==> src/rtl/timer_ctrl_pkg.sv <==
// timer_ctrl_pkg: register map, bit positions and FSM encoding shared by the timer control slice
package timer_ctrl_pkg;
  localparam logic [1:0] ADDR_MAX    = 2'd0;
  localparam logic [1:0] ADDR_CTRL   = 2'd1;
  localparam logic [1:0] ADDR_LIMIT  = 2'd2;
  localparam logic [1:0] ADDR_STATUS = 2'd3;
  localparam int CTRL_IRQ_EN = 1;
  localparam int STAT_PEND   = 0;
  localparam int STAT_RUN    = 1;
  localparam int STAT_DONE   = 16;
  typedef enum logic {ST_IDLE = 1'b0, ST_RUN = 1'b1} state_t;
endpackage

==> src/rtl/timer_regs.sv <==
// timer_regs: software-visible timer registers, pend write-1-to-clear and combinational read mux
module timer_regs
  import timer_ctrl_pkg::*;
#(
  parameter int CNT_W = 32,
  parameter int LIM_W = 16
) (
  input  logic             clk,
  input  logic             rst_n,
  input  logic             cfg_wr,
  input  logic [1:0]       cfg_addr,
  input  logic [31:0]      cfg_wdata,
  output logic [31:0]      cfg_rdata,
  input  logic             pend_set,
  input  logic             running,
  input  logic [LIM_W-1:0] done_cnt,
  output logic [CNT_W-1:0] max_val,
  output logic             irq_en,
  output logic [LIM_W-1:0] limit,
  output logic             pend
);
  logic w1c;
  logic unused_wdata;
  assign unused_wdata = ^cfg_wdata;
  assign w1c = cfg_wr && cfg_addr == ADDR_STATUS && cfg_wdata[STAT_PEND];
  always_ff @(posedge clk or negedge rst_n) begin
    if (!rst_n) begin
      max_val <= '0;
      irq_en  <= 1'b0;
      limit   <= '0;
      pend    <= 1'b0;
    end else begin
      if (cfg_wr && cfg_addr == ADDR_MAX) max_val <= cfg_wdata[CNT_W-1:0];
      if (cfg_wr && cfg_addr == ADDR_CTRL) irq_en <= cfg_wdata[CTRL_IRQ_EN];
      if (cfg_wr && cfg_addr == ADDR_LIMIT) limit <= cfg_wdata[LIM_W-1:0];
      // a new period end outranks a simultaneous clear so no event is lost
      pend <= pend_set || (pend && !w1c);
    end
  end
  always_comb begin
    cfg_rdata = cfg_addr == ADDR_MAX   ? 32'(max_val) :
                cfg_addr == ADDR_CTRL  ? 32'(irq_en) << CTRL_IRQ_EN :
                cfg_addr == ADDR_LIMIT ? 32'(limit) :
                (32'(done_cnt) << STAT_DONE) | (32'(running) << STAT_RUN) | (32'(pend) << STAT_PEND);
  end
endmodule

==> src/rtl/timer_ctrl.sv <==
// timer_ctrl: start/stop/period-limit control for a repeating up-counter, with shadowed period
// maximum, completed-period count and level interrupt
module timer_ctrl
  import timer_ctrl_pkg::*;
#(
  parameter int CNT_W = 32,
  parameter int LIM_W = 16
) (
  input  logic             clk,
  input  logic             rst_n,
  input  logic             trig,
  input  logic             stop,
  input  logic             cfg_wr,
  input  logic [1:0]       cfg_addr,
  input  logic [31:0]      cfg_wdata,
  output logic [31:0]      cfg_rdata,
  input  logic [CNT_W-1:0] cnt,
  output logic             en,
  output logic [CNT_W-1:0] cfg_max,
  output logic             irq
);
  state_t state, state_nx;
  logic [LIM_W-1:0] done_cnt, done_nx, limit;
  logic [CNT_W-1:0] max_val, max_nx;
  logic irq_en, pend, pe, last;
  assign en = state == ST_RUN;
  assign pe = en && cnt >= cfg_max;
  assign last = pe && limit != '0 && done_cnt == limit - LIM_W'(1);
  assign irq = irq_en & pend;
  always_comb begin
    state_nx = state;
    done_nx  = done_cnt;
    max_nx   = cfg_max;
    if (state == ST_IDLE) begin
      max_nx = max_val;
      if (trig && !stop) begin
        state_nx = ST_RUN;
        done_nx  = '0;
      end
    end else begin
      // the shadow only moves at a period boundary so a running period keeps its length
      if (pe) begin
        max_nx  = max_val;
        done_nx = done_cnt == '1 ? done_cnt : done_cnt + LIM_W'(1);
      end
      if (stop || last) state_nx = ST_IDLE;
    end
  end
  always_ff @(posedge clk or negedge rst_n) begin
    if (!rst_n) begin
      state    <= ST_IDLE;
      done_cnt <= '0;
      cfg_max  <= '0;
    end else begin
      state    <= state_nx;
      done_cnt <= done_nx;
      cfg_max  <= max_nx;
    end
  end
  timer_regs #(.CNT_W(CNT_W), .LIM_W(LIM_W)) u_regs (
    .clk      (clk),
    .rst_n    (rst_n),
    .cfg_wr   (cfg_wr),
    .cfg_addr (cfg_addr),
    .cfg_wdata(cfg_wdata),
    .cfg_rdata(cfg_rdata),
    .pend_set (pe),
    .running  (en),
    .done_cnt (done_cnt),
    .max_val  (max_val),
    .irq_en   (irq_en),
    .limit    (limit),
    .pend     (pend)
  );
endmodule

==> config.mk <==
export PLATFORM = sky130hd
export DESIGN_NAME = timer_ctrl
export DESIGN_NICKNAME = d
export VERILOG_FILES = /design/src/rtl/timer_ctrl_pkg.sv /design/src/rtl/timer_regs.sv /design/src/rtl/timer_ctrl.sv
export SDC_FILE = /design/constraint.sdc
export NUM_CORES = 1
export LEC_CHECK = 0
export ABC_AREA = 0
export BUFFER_PORTS_ARGS = -buffer_cell sky130_fd_sc_hd__buf_4
export CAP_MARGIN = 40
export CORE_ASPECT_RATIO = 0.6
export CORE_MARGIN = 5
export CORE_UTILIZATION = 59
export DETAILED_ROUTE_END_ITERATION = 7
export PLACE_DENSITY = 0.86
export SLEW_MARGIN = 25
export SYNTH_ARGS = -nofsm -noshare
export SYNTH_HDL_FRONTEND = slang
export SYNTH_SLANG_ARGS = --single-unit
==> constraint.sdc <==
create_clock -name clk -period 5.07 [get_ports clk]
set_input_delay 1.014 -clock clk [delete_from_list [all_inputs] [get_ports clk]]
set_output_delay 1.014 -clock clk [all_outputs]
set_load 0.01 [all_outputs]
== Yosys cells after proc, flatten, opt, wreduce, memory -nomap -nowiden ==
Index checks and enable logic that the tools add are counted.
W data, S select, Z words.

* Register bits: 99
* Word-level logic and storage cells: 50
* Input port bits: 71
* Output and inout bits: 66

* Order comparisons: 1
* Eq/ne operators: 7
* $add $sub $neg: 2
* Reductions and logical operators: 18
* Bitwise logic cells: 3
* Mux-type cells: 12

{| class="wikitable"
|+ Operators by type and width
! kind !! number
|-
| $mux W32 || 5
|-
| $mux W16 || 4
|-
| $ge A32 B32 Y1 || 1
|-
| $or A32 B1 Y32 || 1
|-
| $or A32 B2 Y32 || 1
|-
| $add A16 B1 Y16 const B || 1
|-
| $eq A16 B16 Y1 || 1
|-
| $eq A16 B16 Y1 const B || 1
|-
| $reduce_bool A16 Y1 || 1
|-
| $sub A16 B1 Y16 const B || 1
|-
| $logic_and A1 B1 Y1 || 10
|-
| $eq A2 B2 Y1 const B || 2
|-
| $mux W1 || 3
|-
| $reduce_and A3 Y1 || 1
|-
| $eq A2 B1 Y1 const B || 1
|-
| $logic_not A1 Y1 || 2
|-
| $logic_not A2 Y1 || 1
|-
| $logic_or A1 B1 Y1 || 2
|-
| $ne A2 B1 Y1 const B || 1
|-
| $ne A2 B2 Y1 const B || 1
|-
| $reduce_bool A2 Y1 || 1
|-
| $and A1 B1 Y1 || 1
|}

== Depth between registers and ports, before layout ==
* Depth in word-level cells: 7
* Mapped depth: 11
* Depth with buffers taken out: 9

== Modules after synthesis ==
From an unflattened synthesis, not the netlist that was laid out.

* Cells, all modules: 519
* Area total of the unflattened synthesis: 5789.3 um2

{| class="wikitable"
|+ Modules (own cells, without submodules)
! module !! instances !! area each (um2) !! seq. area each (um2) !! cells each
|-
| timer_ctrl || 1 || 3454.6 || 1226.2 || 355
|-
| timer_regs || 1 || 2334.7 || 1251.2 || 164
|}

== Worst setup path after synthesis ==
Ideal clock, no wire load.

* Kind: input to output
* Start point: input port cfg_addr[1]
* End point: output port cfg_rdata[20]
* Stages: 5
* Data arrival time: 2.272 ns
* Buffers on the path: 3
* Required time: 4.056 ns
* Path slack: 1.784 ns
* Cell sequence: clkbuf_1 -> and2_1 -> clkbuf_1 -> clkbuf_1 -> a22o_1

* Longest elaborated chain between the ends: 4
* Elaborated cells between the ends (all ways): 6
* Classes of those cells: 2 x eq/ne; 3 x mux; 1 x reduce/logical

{| class="wikitable"
|+ Ends and longest elaborated chain
! item !! RTL line !! source
|-
| start: declaration || timer_ctrl.sv:14 || <nowiki>input logic [1:0] cfg_addr,</nowiki>
|-
| $eq A2 B2 Y1 || timer_regs.sv:43 || <nowiki>cfg_addr == ADDR_LIMIT ? 32'(limit) :</nowiki>
|-
| $mux W32 || timer_regs.sv:43 ||
|-
| $mux W32 || timer_regs.sv:42 || <nowiki>cfg_addr == ADDR_CTRL ? 32'(irq_en) << CTRL_IRQ_EN :</nowiki>
|-
| $mux W32 * || timer_regs.sv:41 || <nowiki>cfg_rdata = cfg_addr == ADDR_MAX ? 32'(max_val) :</nowiki>
|-
| end: declaration || timer_ctrl.sv:16 || <nowiki>output logic [31:0] cfg_rdata,</nowiki>
|}

Mark *: on every way between the ends. The rest lies on a longest branch, timed or not.

== Worst setup path in the final report ==
* Start point: input port cnt[0]
* End point: register cfg_max[0]

* Longest elaborated chain between the ends: 3

{| class="wikitable"
|+ Ends and longest elaborated chain
! item !! RTL line !! source
|-
| start: declaration || timer_ctrl.sv:17 || <nowiki>input logic [CNT_W-1:0] cnt,</nowiki>
|-
| $ge A32 B32 Y1 || timer_ctrl.sv:27 || <nowiki>assign pe = en && cnt >= cfg_max;</nowiki>
|-
| $logic_and A1 B1 Y1 || timer_ctrl.sv:27 ||
|-
| $ne A2 B1 Y1 (no source line) || n/a ||
|-
| end signal: assignment || timer_ctrl.sv:57 || <nowiki>cfg_max <= max_nx;</nowiki>
|-
| end: declaration || timer_ctrl.sv:19 || <nowiki>output logic [CNT_W-1:0] cfg_max,</nowiki>
|}

Every way passes these cells.
A chain may end at the register's enable or synchronous reset.

==> qor.yml <==
yosys:
  synthTopCellsByArea: "dfrtp_1, mux2_2, ha_1, xor2_1, mux2i_1"
  syn_inst: 551
  ys_warn_count: 0
  synth-seq-cells: 99
  synth_edf_count: 0
  synth_nets: 657
  synth_top_area_share_pct: 42.4
  yosys.cell_types.count: 53
  ys_seq_area_share_pct: 42.4
  async_flop_share_pct: 100
  synth_top_area_cell: "dfrtp_1"
  synthFlopType: "dfrtp_1"
  syn_area_sq_mm: 0.00584
  avgSynthCellArea_sq_um: 10.6
setup_path:
  path_buf_inv: 3
  path_cells: "buf_4 -> inv_1 -> ha_1 -> nand2b_1 -> a2111o_1 -> a32oi_1 -> a21oi_2 -> nor2_4 -> buf_4 -> mux2_2"
  r2r_slack_ns: 1.71
  worstSetupPathType: "in2reg"
  cp.required_ns: 5.30
  crit_slowest_cell: "nor2_4"
  r2r-start: "cfg_max[0]$_DFFE_PN0P_"
  ff2ff_path_depth: 8
  critPathMaxFanout: 26
  endpoint_kind: "flop"
  crit_arrival_ns: 3.92
  cp-endpoint: "cfg_max[0]$_DFFE_PN0P_"
  crit_family: "compound AO/OA/AOI/OAI gates"
  crit_path_start_kind: "primary input"
  startpoint: "cnt[0]"
  critical_path.max_stage_delay_ns: 0.62
  crit_top_cell: "buf_4"
  regToRegEndpoint: "cfg_max[0]$_DFFE_PN0P_"
  cp.depth: 10
cts:
  clk-insertion-delay-late_ns: 0.35
  cts_tree: "done"
  ctsResizeCount: 0
  clk_path_buf_depth: 2
  clockRootBuffer: "clkbuf_16"
  postCtsSetupRepairBufs: 0
  numCtsBuffers: 9
  htree_levels: 3
  path_clk_slew_ns: 0.07
  cts_sinks: 99
  holdBufCountCts: 0
layout:
  design_area_sq_mm: 0.00728
  multi_input_area_sq_mm: 0.00309
  final_cells: 816
  drive_gt1_share_pct: 36.6
  fin_nets: 782
  diodes: 0
  synthToLayoutAreaGrowth_pct: 24.6
  fill_cells: 662
  register_area_sq_mm: 0.00248
routing:
  dr.pass1.iters: 5
  ant_nets: 0
  route.vias.total: 4913
  drc_errors: 0
  routed_wl_mm: 16.2
  routed_via_density: 6.02
  routedWlPerCell_microns: 19.9
  drtIter0Drc: 340
sta:
  hold_ws_ns: 0.528
  tightest_slew_ns: 0.812
  period_share_pct: 72.6
  rsz0062_at_grt: "false"
  setup-violations-final: 0
  tns_ns: 0
  fmax_ghz: 0.272
  max_slew_margin_pct: 45.8
  hold_violations: 0
  fin_skew_ns: 0.00693
  slew_viol_final: 0
  period_minus_slack_ns: 3.68
grt:
  grt_pass1_wl_mm: 26.7
  grt-ovfl-total: 0
  grt_antenna_before_repair: 0
  grt_usage_pct: 27.9
  grt_pass1_vias: 5068
  grt_max_degree: 51
floorplan:
  core-area_sq_mm: 0.00977
  dieWidth_microns: 138
  rows: 28
  dieArea_sq_mm: 0.0121
  dieHeight_microns: 87.1
  io_pins: 137
  initial_core_util_pct: 59.8
pwr:
  p_leak_nw: 3.45
  power.total_mw: 2.86
  peakVddDrop_mv: 0.220
  p_per_area_mw_per_mm2: 393
place:
  portBuffers: 136
  dpl.cell_count: 799
  gp_congestion: 0.928
  placed_area_sq_mm: 0.00696
  post-dp-hpwl_mm: 12.4
min_path:
  hold_path.class: "reg2reg"
  min-delay-start: "u_regs.pend$_DFF_PN0_"
run_status:
  run_status: "complete, no violations"
job:
  drv_cap: 0
-- layer usage --
layer | share of wire, % | vias to the layer above | track usage, %
li1 | - | 2226 | -
met5 | 0 | - | 0
met1 | 46 | 2445 | 39.8
met2 | 45 | 222 | 43.6
met4 | 0.99 | 0 | 6.28
met3 | 8.2 | 20 | 6.80
-- through the flow --
step / worst slack, ns / utilization [%]
after floorplan: 1.78 / -
after global placement: 1.12 / 71.1
after detailed placement: 0.974 / 71.2
after CTS: 1.37 / 74.4
final: 1.39 / 74.5
after global routing: 1.23 / 74.5
-- cells by family (layout without fill, tap and decap cells) --
| kind of cell | count (synthesis) | after routing | synth area share (%) |
|---|---|---|---|
| AO/OA/AOI/OAI | 88 | 88 | 10.3 |
| XOR/XNOR | 27 | 27 | 4.05 |
| adder cells (fa/ha/maj) | 35 | 35 | 7.49 |
| buffers and inverters | 70 | 200 | 4.86 |
| flip-flops | 99 | 99 | 42.4 |
| multiplexers | 100 | 100 | 19.1 |
| AND/OR/NAND/NOR | 132 | 132 | 11.9 |
-- cell usage in the layout (no fill, tap or decap), types with 3 or more instances in the layout --
master	count
buf_4	141
dfrtp_1	99
mux2_2	82
inv_1	41
nor2_1	40
ha_1	35
o21ai_0	24
xor2_1	21
nand2_1	19
a22o_1	17
mux2i_1	17
a21oi_1	16
nor3_1	16
nand3_1	11
nand4_1	11
clkbuf_16	9
xnor2_1	6
o31ai_1	6
nor4_1	5
and2_1	4
nand2b_1	4
o211ai_1	4
o21a_1	3
nand3b_1	3
inv_8	3
-- worst reg2reg max path, cell delays in order (launching register included) --
cell and delay (ns):
dfrtp_1 0.43, ha_1 0.29, nand2b_1 0.15, a2111o_1 0.44
a32oi_1 0.32, a21oi_2 0.23, nor2_4 0.62, buf_4 0.38
mux2_2 0.38
-- where the power goes --
group          internal [mW]  switching, mW  total [mW]
clock network          0.398          0.330       0.728
logic                  0.502          0.477       0.978
registers              0.959          0.194        1.15
total                   1.86           1.00        2.86
-- worst min-delay path by stage --
stage                                endpoint  slack (ns)  cells past startpoint
global placement        u_regs.pend$_DFF_PN0_        0.50                      1
detailed placement      u_regs.pend$_DFF_PN0_        0.51                      1
CTS                 u_regs.irq_en$_DFFE_PN0P_        0.53                      1
floorplan               u_regs.pend$_DFF_PN0_        0.46                      1
global route          cfg_max[15]$_DFFE_PN0P_        0.55                      1
finish                  u_regs.pend$_DFF_PN0_        0.53                      1
-- cell usage after synthesis (3+ instances only) --
library cell and instances:
o211ai_1 4, nand3_1 11, inv_1 41, o21a_1 3
buf_2 8, nand2b_1 4, mux2_2 82, a22o_1 17
and2_1 4, a21oi_1 16, o21ai_0 24, nand3b_1 3
o31ai_1 7, nor2_1 40, mux2i_1 17, nor4_1 5
nand2_1 19, xor2_1 21, xnor2_1 6, nor3_1 16
clkbuf_1 17, nand4_1 11, dfrtp_1 99, ha_1 35
-- state kept, by name (all words and copies together) (netlist names) --
| name | flops |
|---|---|
| cfg_max | 32 |
| u_regs.limit | 16 |
| en | 1 |
| u_regs.max_val | 32 |
| u_regs.pend | 1 |
| u_regs.irq_en | 1 |
| done_cnt | 16 |
-- area by class of cell --
cell class,count,area share (%)
multi-input combinational,382,42.5
sequential,99,34.0
timing repair buffer,143,14.8
clock buffer,9,3.09
tap,135,2.32
inverter,41,2.11
clock inverter,7,1.24
Note: power is estimated with default switching activity, not from simulation.
